File: src/rtl/booth_row_pkg.sv
// Shared types and sizing helpers for the booth systolic row and its east-edge
// drain sequencer; the saturation limits are the same ones the PE uses.
package booth_row_pkg;

   typedef enum logic [2:0] {
      S_IDLE,
      S_CLEAR,
      S_FIRE,
      S_WAIT,
      S_CAPTURE
   } drain_state_t;

   // Width of the partial sum leaving the last PE of a row.
   function automatic int outw(input int datawidth, input int columns);
      return 2 * datawidth + $clog2(columns);
   endfunction

   // Cycles from a PE sampling en to it returning to idle.
   function automatic int pe_lat(input int datawidth);
      return datawidth + 4;
   endfunction

   function automatic int sat_max(input int datawidth);
      return (1 << (datawidth - 1)) - 1;
   endfunction

   function automatic int sat_min(input int datawidth);
      return -(1 << (datawidth - 1));
   endfunction

endpackage

File: src/rtl/row_drain_sequencer_if.sv
// Result stream from the row drain sequencer to its consumer.
// Handshake: a word moves on every rising clk edge where out_valid & out_ready are
// both 1; out_valid never waits on out_ready, and out_data is stable while out_valid=1.
interface row_drain_sequencer_if #(
   parameter int datawidth = 11
);
   logic signed [datawidth-1:0] out_data;
   logic                        out_valid;
   logic                        out_ready;
   logic                        fifo_full;

   modport master (output out_data, output out_valid, output fifo_full, input out_ready);
   modport slave  (input out_data, input out_valid, input fifo_full, output out_ready);
endinterface

File: src/rtl/drain_fifo.sv
// Small synchronous FIFO for requantized results; the head word is registered so
// pop_data holds its last value while the FIFO is empty.
module drain_fifo #(
   parameter int WIDTH = 11,
   parameter int DEPTH = 4,
   localparam int AW   = $clog2(DEPTH),
   localparam int CW   = $clog2(DEPTH) + 1
) (
   input  logic             clk,
   input  logic             rst_n,
   input  logic             push,
   input  logic [WIDTH-1:0] push_data,
   input  logic             pop,
   output logic [WIDTH-1:0] pop_data,
   output logic             full,
   output logic             empty,
   output logic [CW-1:0]    count
);

   logic [WIDTH-1:0] mem [DEPTH];
   logic [AW-1:0]    wr_ptr_q, rd_ptr_q, rd_ptr_d;
   logic [CW-1:0]    count_q, count_d;
   logic [WIDTH-1:0] head_d;
   logic             do_push, do_pop;

   // A pop frees a slot in the same cycle, so push while full is accepted with a pop.
   always_comb begin
      do_pop   = pop && (count_q != '0);
      do_push  = push && ((count_q != CW'(DEPTH)) || do_pop);
      rd_ptr_d = rd_ptr_q + AW'(do_pop);
      count_d  = count_q + CW'(do_push) - CW'(do_pop);
      head_d   = (do_push && (wr_ptr_q == rd_ptr_d)) ? push_data : mem[rd_ptr_d];
   end

   always_ff @(posedge clk or negedge rst_n) begin
      if (!rst_n) begin
         wr_ptr_q <= '0;
         rd_ptr_q <= '0;
         count_q  <= '0;
         pop_data <= '0;
      end else begin
         wr_ptr_q <= wr_ptr_q + AW'(do_push);
         rd_ptr_q <= rd_ptr_d;
         count_q  <= count_d;
         if (count_d != '0) pop_data <= head_d;
      end
   end

   always_ff @(posedge clk) begin
      if (do_push) mem[wr_ptr_q] <= push_data;
   end

   assign full  = (count_q == CW'(DEPTH));
   assign empty = (count_q == '0);
   assign count = count_q;

endmodule

File: src/rtl/row_drain_sequencer.sv
// East-edge controller for one systolic row: fires the rst_vals/en wavefront, then
// rounds and saturates the last PE's psum into the result FIFO. Option: DRAIN_RELU_EN.
module row_drain_sequencer
   import booth_row_pkg::*;
#(
   parameter int columns    = 64,
   parameter int datawidth  = 11,
   parameter int SHIFT      = 10,
   parameter int FIFO_DEPTH = 4,
   localparam int OUTW      = outw(datawidth, columns)
) (
   input  logic                   clk,
   input  logic                   rst_overall_n,
   input  logic                   start,
   output logic                   busy,
   output logic                   row_rst_vals,
   output logic                   row_en,
   input  logic signed [OUTW-1:0] psum_in,
   output logic                   ovf_sticky,
   output drain_state_t           state_dbg,
   row_drain_sequencer_if.master  out_if
);

   localparam int PE_LAT = pe_lat(datawidth);
   localparam int WCW    = $clog2(PE_LAT + 1);
   localparam int SCW    = $clog2(columns + 1);
   localparam int CW     = $clog2(FIFO_DEPTH) + 1;
   localparam int RSH    = (SHIFT == 0) ? 0 : SHIFT - 1;
   localparam logic signed [OUTW:0] RND    = (SHIFT == 0) ? '0 : ((OUTW + 1)'(1) << RSH);
   localparam logic signed [OUTW:0] SAT_HI = (OUTW + 1)'(sat_max(datawidth));
   localparam logic signed [OUTW:0] SAT_LO = (OUTW + 1)'(sat_min(datawidth));

   drain_state_t   state_q, state_d;
   logic [WCW-1:0] wait_cnt_q, wait_cnt_d;
   logic [SCW-1:0] stage_cnt_q, stage_cnt_d;
   logic           push, ovf_d;
   logic           fifo_full_w, fifo_empty_w;
   logic [CW-1:0]  fifo_count;

   logic signed [OUTW:0]        psum_ext, rounded;
   logic                        sat_hi, sat_lo;
   logic signed [datawidth-1:0] q_sat, q_val;

   always_comb begin
      state_d      = state_q;
      wait_cnt_d   = wait_cnt_q;
      stage_cnt_d  = stage_cnt_q;
      row_rst_vals = 1'b0;
      row_en       = 1'b0;
      push         = 1'b0;
      case (state_q)
         S_IDLE: if (start) begin
            state_d     = S_CLEAR;
            stage_cnt_d = '0;
            wait_cnt_d  = '0;
         end
         S_CLEAR: begin
            row_rst_vals = 1'b1;
            state_d      = S_FIRE;
         end
         S_FIRE: begin
            row_en     = 1'b1;
            wait_cnt_d = '0;
            state_d    = S_WAIT;
         end
         // FIRE plus PE_LAT-1 WAIT cycles spaces the en pulses by PE_LAT; after the
         // last pulse the same delay lands exactly on the valid outp_east.
         S_WAIT: begin
            if (wait_cnt_q == WCW'(PE_LAT - 2)) begin
               if (stage_cnt_q < SCW'(columns - 1)) begin
                  stage_cnt_d = stage_cnt_q + 1'b1;
                  state_d     = S_FIRE;
               end else begin
                  state_d = S_CAPTURE;
               end
            end else begin
               wait_cnt_d = wait_cnt_q + 1'b1;
            end
         end
         S_CAPTURE: if (fifo_count < CW'(FIFO_DEPTH)) begin
            push    = 1'b1;
            state_d = S_IDLE;
         end
         default: state_d = S_IDLE;
      endcase
   end

   // Round half up, arithmetic shift, then clamp to the signed result range.
   always_comb begin
      psum_ext = {psum_in[OUTW-1], psum_in};
      rounded  = (psum_ext + RND) >>> SHIFT;
      sat_hi   = (rounded > SAT_HI);
      sat_lo   = (rounded < SAT_LO);
      if (sat_hi)      q_sat = SAT_HI[datawidth-1:0];
      else if (sat_lo) q_sat = SAT_LO[datawidth-1:0];
      else             q_sat = rounded[datawidth-1:0];
`ifdef DRAIN_RELU_EN
      q_val = q_sat[datawidth-1] ? '0 : q_sat;
`else
      q_val = q_sat;
`endif
      ovf_d = ovf_sticky;
      if (start && (state_q == S_IDLE)) ovf_d = 1'b0;
      if (push && (sat_hi || sat_lo))   ovf_d = 1'b1;
   end

   always_ff @(posedge clk or negedge rst_overall_n) begin
      if (!rst_overall_n) begin
         state_q     <= S_IDLE;
         wait_cnt_q  <= '0;
         stage_cnt_q <= '0;
         ovf_sticky  <= 1'b0;
      end else begin
         state_q     <= state_d;
         wait_cnt_q  <= wait_cnt_d;
         stage_cnt_q <= stage_cnt_d;
         ovf_sticky  <= ovf_d;
      end
   end

   drain_fifo #(.WIDTH(datawidth), .DEPTH(FIFO_DEPTH)) u_fifo (
      .clk       (clk),
      .rst_n     (rst_overall_n),
      .push      (push),
      .push_data (q_val),
      .pop       (out_if.out_ready),
      .pop_data  (out_if.out_data),
      .full      (fifo_full_w),
      .empty     (fifo_empty_w),
      .count     (fifo_count)
   );

   assign busy             = (state_q != S_IDLE);
   assign state_dbg        = state_q;
   assign out_if.out_valid = ~fifo_empty_w;
   assign out_if.fifo_full = fifo_full_w;

endmodule

File: src/flat_wrapper.sv
// flat-port wrapper written by rule: the top's interface ports become plain ports
module row_drain_sequencer_flat import booth_row_pkg::*;
#(
   parameter int columns    = 64,
   parameter int datawidth  = 11,
   parameter int SHIFT      = 10,
   parameter int FIFO_DEPTH = 4,
   localparam int OUTW      = outw(datawidth, columns)
)
  (clk, rst_overall_n, start, busy, row_rst_vals, row_en, psum_in, ovf_sticky, state_dbg, out_if_out_data, out_if_out_valid, out_if_fifo_full, out_if_out_ready);
  row_drain_sequencer_if #(.datawidth(datawidth)) out_if_i ();
  input  logic clk;
  input  logic rst_overall_n;
  input  logic start;
  output logic busy;
  output logic row_rst_vals;
  output logic row_en;
  input  logic signed [OUTW-1:0] psum_in;
  output logic ovf_sticky;
  output drain_state_t state_dbg;
  output wire logic [$bits(out_if_i.out_data)-1:0] out_if_out_data;
  output wire logic [$bits(out_if_i.out_valid)-1:0] out_if_out_valid;
  output wire logic [$bits(out_if_i.fifo_full)-1:0] out_if_fifo_full;
  input wire logic [$bits(out_if_i.out_ready)-1:0] out_if_out_ready;
  assign out_if_out_data = out_if_i.out_data;
  assign out_if_out_valid = out_if_i.out_valid;
  assign out_if_fifo_full = out_if_i.fifo_full;
  assign out_if_i.out_ready = out_if_out_ready;
  row_drain_sequencer #(.columns(columns), .datawidth(datawidth), .SHIFT(SHIFT), .FIFO_DEPTH(FIFO_DEPTH)) u_core (.clk(clk), .rst_overall_n(rst_overall_n), .start(start), .busy(busy), .row_rst_vals(row_rst_vals), .row_en(row_en), .psum_in(psum_in), .ovf_sticky(ovf_sticky), .state_dbg(state_dbg), .out_if(out_if_i));
endmodule
File: config.mk
export PLATFORM = sky130hd
export DESIGN_NAME = row_drain_sequencer_flat
export DESIGN_NICKNAME = d
export VERILOG_FILES = /design/src/rtl/booth_row_pkg.sv /design/src/rtl/row_drain_sequencer_if.sv /design/src/rtl/drain_fifo.sv /design/src/rtl/row_drain_sequencer.sv /design/src/flat_wrapper.sv
export SDC_FILE = /design/constraint.sdc
export NUM_CORES = 1
export LEC_CHECK = 0
export ABC_AREA = 1
export BUFFER_PORTS_ARGS = -buffer_cell sky130_fd_sc_hd__buf_2
export CAP_MARGIN = 20
export CORE_ASPECT_RATIO = 0.9
export CORE_UTILIZATION = 62
export DETAILED_ROUTE_END_ITERATION = 10
export PLACE_DENSITY = 0.82
export SLEW_MARGIN = 15
export SYNTH_ARGS = -nofsm -noshare
export SYNTH_HDL_FRONTEND = slang
export SYNTH_SLANG_ARGS = --single-unit
File: constraint.sdc
create_clock -name clk -period 5.4 [get_ports clk]
set_input_delay 0.81 -clock clk [delete_from_list [all_inputs] [get_ports clk]]
set_output_delay 0.81 -clock clk [all_outputs]
set_load 0.01 [all_outputs]
==> reports/metrics.yaml, run 1 <==
clock_latency_ns: 0.36
p_int_uw: 1298
crit_arrival_ns: 3.15
clock-sinks: 77
grt_pass1_wl_mm: 13.86
period_minus_slack_ns: 2.885
wl_met1_mm: 3.628
antenna_cells: 0
p_sw_share_pct: 39.92
reg2reg_slack_ns: 2.51
cp_max_fo: 16
rows: 27
crit_type: "register to register"
hold_viol_final: 0
fill_cells: 459
post_cts_buffers: 0
rsz0062_at_grt: "false"
gp_congestion: 0.8407
ctsHoldBuffers: 0
powerDensity_nw_per_um2: 476.3
reg2regPathDepth: 13
startpoint_type: "register"
whs_ns: 0.4797
endpoint: "u_core.u_fifo.pop_data[10]$_DFFE_PN0P_"
r2r_start: "u_core.u_fifo.count[2]$_DFF_PN0_"
p_leak_uw: 0.002038
min_period_over_period_pct: 53.43
design.core.area_um2: 6182
via_per_inst: 5.315
cts_tree: "built"
grt_overflow_total: 0
routed-wl-met3_um: 451
cts_root_buffer: "clkbuf_8"
yosysMostFrequentCell: "nand2_1"
max_slew_margin_pct: 44.38
cp-end-kind: "register"
start_util_pct: 65.01
avgSynthCellArea_um2: 9.281
ios: 52
required_ns: 5.67
syn_to_final_growth_pct: 12.83
switchingPower_uw: 862.2
syn_nets: 473
comb_power_share_pct: 42.9
yosysSeqAreaShare_pct: 53.42
peakVddDrop_v: 0.0002842
multi_input_area_um2: 1674
portBuffers: 42
final-max-slew-violation-count: 0
synth_edf_count: 44
drt_iter0_markers: 222
fp.dieH_um: 78.38
antenna_found_initial: 0
top_layer: "met4"
hold_path.class: "register to register"
grt_pass1_vias: 3033
fmax_ghz: 0.3466
status: "completed"
async_reset_ff_share_pct: 42.86
seq_area_um2: 2147
tightest_slew_ns: 0.8342
nets: 523
setup_viol: 0
ctsResizeCount: 0
timing.rr.end: "u_core.u_fifo.pop_data[10]$_DFFE_PN0P_"
wl_met2_mm: 4.085
grt_max_degree: 34
vias: 3056
synth_cell_types: 37
dp.cells: 559
dp_hpwl_mm: 5.858
layout-drive-gt1-share_pct: 19.26
cts_buffers: 9
syn_area_um2: 4019
wl_mm: 8.278
fin_worst_skew_ns: 0.01533
place_area_um2: 4343
syn_inst: 433
cts.reportedPaths.clkPinSlew_ns: 0.09
final_cell_area_um2: 4534
drt-wirelength-per-cell_um: 14.40
critPathLaunch: "u_core.u_fifo.count[2]$_DFF_PN0_"
finalSetupTns_ns: 0
yosys-top-cells-count: "126 x nand2_1, 44 x edfxtp_1, 38 x inv_1, 33 x dfrtp_1, 30 x nor2_1"
die_width_um: 86.87
track_usage_pct: 27.27
drtAntennaViolNets: 0
postSynthRegisterBits: 77
ys.flop_type: "edfxtp_1"
cts_htree_levels: 3
drc: 0
synthTopCellsByArea: "edfxtp_1 33%, dfrtp_1 21%, nand2_1 12%, mux2i_1 4.2%, inv_1 3.5%"
yosysWarnings: 0
die-area_um2: 6808
pwr-share-seq_pct: 37.3
drv_cap: 0
finalPower_uw: 2160
synth_top_area_cell: "edfxtp_1"
netlist.area_leader.share_pct: 32.88
dr.pass1.iters: 5
cts_buffer_depth: 2
final_cells: 575
clock_power_share_pct: 19.8
==> power by group through the flow <==
stage                     clock (uW)  sequential, uW  combinational (uW)
after floorplan                    0             829                 643
after global placement             0             813                 886
after detailed placement           0             818                 916
after CTS                        434             805                 932
after global routing             462             817                1040
final                            427             805                 928
==> cell type report <==
type | instances | area share [%]
Clock buffer | 11 | 2.897
Clock inverter | 5 | 1.325
Inverter | 40 | 3.311
Multi-Input combinational cell | 306 | 36.92
Sequential cell | 77 | 47.35
Tap cell | 87 | 2.401
Timing Repair Buffer | 49 | 5.795
==> layer usage <==
layer / up-vias / global-route usage (%)
met2: 93 / 45.28
met4: 0 / 10.17
met5: - / 0
met1: 1421 / 35.35
li1: 1531 / -
met3: 11 / 5.573
==> critical path: stages, from the launching register on <==
cell and delay [ns]:
dfrtp_1 0.43, nor2_1 0.13, nand2_1 0.08, nand2_1 0.13, inv_1 0.06, ha_1 0.22
xnor2_2 0.49, inv_1 0.41, nand2_1 0.14, nand4_1 0.11, buf_4 0.21, o211ai_1 0.09
o21ai_0 0.10, o21ai_0 0.16
==> stage by stage <==
| stage | setup slack, ns | utilization, % |
|---|---|---|
| final | 2.515 | 73.35 |
| after global routing | 2.192 | 73.35 |
| after CTS | 2.516 | 73.35 |
| after detailed placement | 2.233 | 70.25 |
| after global placement | 2.342 | 70.25 |
| after floorplan | 2.769 | - |
==> registers in the layout (all words and copies together) (netlist names) <==
name,count
u_core.wait_cnt_q,4
u_core.ovf_sticky,1
u_core.state_dbg,3
u_core.u_fifo.pop_data,11
u_core.u_fifo.wr_ptr_q,2
u_core.u_fifo.rd_ptr_q,2
u_core.u_fifo.mem,44
u_core.u_fifo.count,3
u_core.stage_cnt_q,7
==> worst min path at each step <==
| stage | startpoint | end | slack, ns | cells after the start |
|---|---|---|---|---|
| after CTS | u_core.u_fifo.pop_data[2]$_DFFE_PN0P_ | u_core.u_fifo.pop_data[2]$_DFFE_PN0P_ | 0.48 | 2 |
| final | u_core.u_fifo.pop_data[8]$_DFFE_PN0P_ | u_core.u_fifo.pop_data[8]$_DFFE_PN0P_ | 0.48 | 2 |
| after detailed placement | u_core.u_fifo.pop_data[6]$_DFFE_PN0P_ | u_core.u_fifo.pop_data[6]$_DFFE_PN0P_ | 0.46 | 2 |
| after global routing | u_core.u_fifo.pop_data[2]$_DFFE_PN0P_ | u_core.u_fifo.pop_data[2]$_DFFE_PN0P_ | 0.52 | 2 |
| after floorplan | u_core.u_fifo.rd_ptr_q[0]$_DFF_PN0_ | u_core.u_fifo.rd_ptr_q[0]$_DFF_PN0_ | 0.46 | 1 |
| after global placement | u_core.u_fifo.pop_data[1]$_DFFE_PN0P_ | u_core.u_fifo.pop_data[1]$_DFFE_PN0P_ | 0.46 | 2 |
==> logic make-up (layout without fill, tap and decap cells) <==
| family | Yosys count | count (layout) | share of synthesized area, % |
|---|---|---|---|
| xor+xnor | 15 | 15 | 3.456 |
| compound gates | 39 | 39 | 5.417 |
| simple gates | 223 | 223 | 24.63 |
| flops | 77 | 77 | 53.42 |
| fa+ha+maj | 8 | 8 | 2.677 |
| buf+inv | 50 | 105 | 5.043 |
| mux | 21 | 21 | 5.355 |
==> cell usage in the layout (no fill, tap or decap), types with 2 or more instances in the layout <==
master	count
nand2_2	14
nor2_4	3
o21ai_1	5
nor2_2	3
nor3_2	2
buf_4	7
o21ai_0	9
nor3_1	7
mux2_2	4
mux2i_1	17
edfxtp_1	44
clkbuf_8	9
clkbuf_1	2
inv_1	38
xor2_1	10
nand2_1	126
dfrtp_1	33
nand3_1	28
nor2_1	30
ha_1	7
nand4_1	7
xnor2_1	4
buf_2	42
a21oi_1	18
o211ai_1	2
Power figures use the tool's default switching activity.
==> run 2, diff against run 1 <==
--- a/config.mk
+++ b/config.mk
@@ -9,9 +9,9 @@
 export BUFFER_PORTS_ARGS = -buffer_cell sky130_fd_sc_hd__buf_2
 export CAP_MARGIN = 20
 export CORE_ASPECT_RATIO = 0.9
-export CORE_UTILIZATION = 62
+export CORE_UTILIZATION = 58
 export DETAILED_ROUTE_END_ITERATION = 10
-export PLACE_DENSITY = 0.82
+export PLACE_DENSITY = 0.77
 export SLEW_MARGIN = 15
 export SYNTH_ARGS = -nofsm -noshare
 export SYNTH_HDL_FRONTEND = slang
==> constraint.sdc (replaced) <==
create_clock -name clk -period 2.7 [get_ports clk]
set_input_delay 0.405 -clock clk [delete_from_list [all_inputs] [get_ports clk]]
set_output_delay 0.405 -clock clk [all_outputs]
set_load 0.01 [all_outputs]
==> run 2 against run 1 <==
Sequential power up 100%. Critical path depth stayed put. Highest routed layer unchanged. Total power up 100%. Clock power rose by 100%. Sequential share of layout area decreased by 0.77 points. Combinational power up 110%. Non-clock buffer count up 5. Wire length fell by 0.22%. Cell area is 1.7% higher. Critical path type unchanged.
==> reports/metrics.yaml, run 2 (synthesis results as in run 1) <==
tightest_slew_ns: 0.7676  # -0.06667 ns
cts_tree: "built"
layout-drive-gt1-share_pct: 20.89  # +1.6 points
drv_cap: 0  # unchanged
portBuffers: 42  # unchanged
period_minus_slack_ns: 2.464  # -0.4208 ns
reg2reg_slack_ns: 0.24  # -2.28 ns
drc: 0  # unchanged
wl_mm: 8.260  # -0.22%
critPathLaunch: "u_core.u_fifo.count[2]$_DFF_PN0_"
clock_power_share_pct: 19.4  # -0.4 points
finalPower_uw: 4425  # +100%
mostFrequentLayoutCell: "nand2_1"
dr.pass1.iters: 5  # unchanged
setup_viol: 0  # unchanged
grt_pass1_wl_mm: 13.19  # -4.8%
final-max-slew-violation-count: 0  # unchanged
endpoint: "u_core.u_fifo.pop_data[5]$_DFFE_PN0P_"
rows: 28  # +3.7%
largest_reg_flops: 44  # unchanged
cts_buffers: 9  # unchanged
status: "completed"
die-area_um2: 7267  # +6.7%
crit_type: "register to register"
start_util_pct: 60.70  # -4.3 points
grt_overflow_total: 0  # unchanged
r2r_start: "u_core.u_fifo.count[2]$_DFF_PN0_"
min_period_over_period_pct: 91.27  # +38 points
cts.reportedPaths.clkPinSlew_ns: 0.08  # about the same
track_usage_pct: 23.82  # -3.5 points
layout_common_cells: "126 x nand2_1, 44 x edfxtp_1, 42 x buf_2"
drt_iter0_markers: 184  # -17%
vias: 3123  # +2.2%
reg_top3: "u_core.u_fifo.mem x44, u_core.u_fifo.pop_data x11, u_core.stage_cnt_q x7"
cp-end-kind: "register"
clock-sinks: 77  # unchanged
fp.dieH_um: 80.97  # +3.3%
via_per_inst: 5.357  # +0.79%
timing.rr.end: "u_core.u_fifo.pop_data[5]$_DFFE_PN0P_"
grt_max_degree: 34  # unchanged
cts_buffer_depth: 2  # unchanged
cts_htree_levels: 3  # unchanged
ctsHoldBuffers: 0  # unchanged
hold_viol_final: 0  # unchanged
final_cells: 583  # +1.4%
reg2regPathDepth: 13  # unchanged
top_register: "u_core.u_fifo.mem"
pwr-share-seq_pct: 36.3  # -1.0 points
finalSetupTns_ns: 0  # unchanged
required_ns: 2.99  # -2.68 ns
p_leak_uw: 0.002070  # +1.6%
dp.cells: 566  # +1.3%
drtAntennaViolNets: 0  # unchanged
design.core.area_um2: 6621  # +7.1%
startpoint_type: "register"
cp_max_fo: 10  # -6
grt_pass1_vias: 2746  # -9.5%
cts_root_buffer: "clkbuf_8"
antenna_found_initial: 0  # unchanged
crit_arrival_ns: 2.76  # -0.39 ns
peakVddDrop_v: 0.0005194  # +83%
fin_worst_skew_ns: 0.009260  # -0.006074 ns
utilization_pct: 69.61  # -3.7 points
rsz0062_at_grt: "false"
p_int_uw: 2681  # +110%
die_width_um: 89.75  # +3.3%
syn_to_final_growth_pct: 14.69
dp_hpwl_mm: 5.921  # +1.1%
hold_path.class: "input port to asynchronous set/reset pin"
comb_power_share_pct: 44.3  # +1.4 points
gp_congestion: 0.8807  # +4.8%
p_sw_share_pct: 39.42  # -0.51 points
antenna_cells: 0  # unchanged
drt-wirelength-per-cell_um: 14.17  # -1.6%
nets: 528  # +0.96%
powerDensity_nw_per_um2: 960.0  # +100%
ios: 52  # unchanged
switchingPower_uw: 1744  # +100%
fmax_ghz: 0.4058  # +17%
clock_latency_ns: 0.35  # about the same
max_slew_margin_pct: 48.83  # +4.5 points
whs_ns: 0.1251  # -0.3546 ns
[run 2: cell count changes in the layout (fill, tap and decap cells not counted)]
cell	before	now
buf_12	0	1
buf_4	7	11
clkbuf_1	2	0
clkinv_1	1	0
clkinv_2	1	2
clkinv_4	1	2
clkinvlp_4	1	2
nand3_1	28	27
nand3_2	0	1
nor3_2	2	1
nor3_4	1	2
[run 2: worst min-delay path by stage]
stage                                                from                               endpoint
floorplan                                   rst_overall_n          u_core.ovf_sticky$_DFFE_PN0P_
detailed placement  u_core.u_fifo.pop_data[3]$_DFFE_PN0P_  u_core.u_fifo.pop_data[3]$_DFFE_PN0P_
global route                                rst_overall_n       u_core.u_fifo.count[0]$_DFF_PN0_
global placement    u_core.u_fifo.pop_data[1]$_DFFE_PN0P_  u_core.u_fifo.pop_data[1]$_DFFE_PN0P_
finish                                      rst_overall_n       u_core.u_fifo.count[0]$_DFF_PN0_
CTS                                         rst_overall_n       u_core.u_fifo.count[0]$_DFF_PN0_
[run 2: cell type report]
type	count	area [um2]
Clock buffer	9	123.9
Clock inverter	7	73.82
Fill cell	524	2012
Inverter	40	153.9
Multi-Input combinational cell	306	1685
Sequential cell	77	2147
Tap cell	90	112.6
Timing Repair Buffer	54	312.8
[run 2: timing repair]
item,4_1_cts,5_1_grt
setup buffers,0,1
endpoints found under the hold margin,0,0
endpoints found under the setup margin,0,10
resized for setup,0,3
[run 2: critical path, stage by stage (launching register included)]
cell and delay, ns:
dfrtp_1 0.41, nor2_1 0.11, nand2_1 0.06, nand2_1 0.13, inv_1 0.06, ha_1 0.22
xnor2_2 0.19, buf_4 0.21, nand2_1 0.06, nand4_1 0.33, clkinvlp_4 0.33, nand3_1 0.16
nand2_1 0.08, nand2_1 0.06
[run 2: metrics by stage]
stage | setup WS [ns] | instance area [um2]
detailed placement | 0.1261 | 4389
global placement | 0.2199 | 4389
global route | 0.01254 | 4609
floorplan | 0.1949 | 4019
CTS | 0.09851 | 4587
finish | 0.2356 | 4609
[run 2: power by group through the flow]
stage | Sequential [uW] | Combinational [uW] | Clock [uW]
2_1_floorplan | 1660 | 1290 | 0
3_3_place_gp | 1630 | 1880 | 0
3_5_place_dp | 1630 | 1940 | 0
4_1_cts | 1610 | 1950 | 881
5_1_grt | 1630 | 2220 | 922
6_report | 1610 | 1960 | 857
[run 2: metal layers]
metal | vias to the layer above | GRT usage (%) | part of all wire (%)
met5 | - | 0 | 0
met4 | 0 | 6.885 | 1.3
met3 | 11 | 5.337 | 5.3
met2 | 97 | 40.69 | 49
met1 | 1467 | 30.98 | 44
li1 | 1548 | - | -
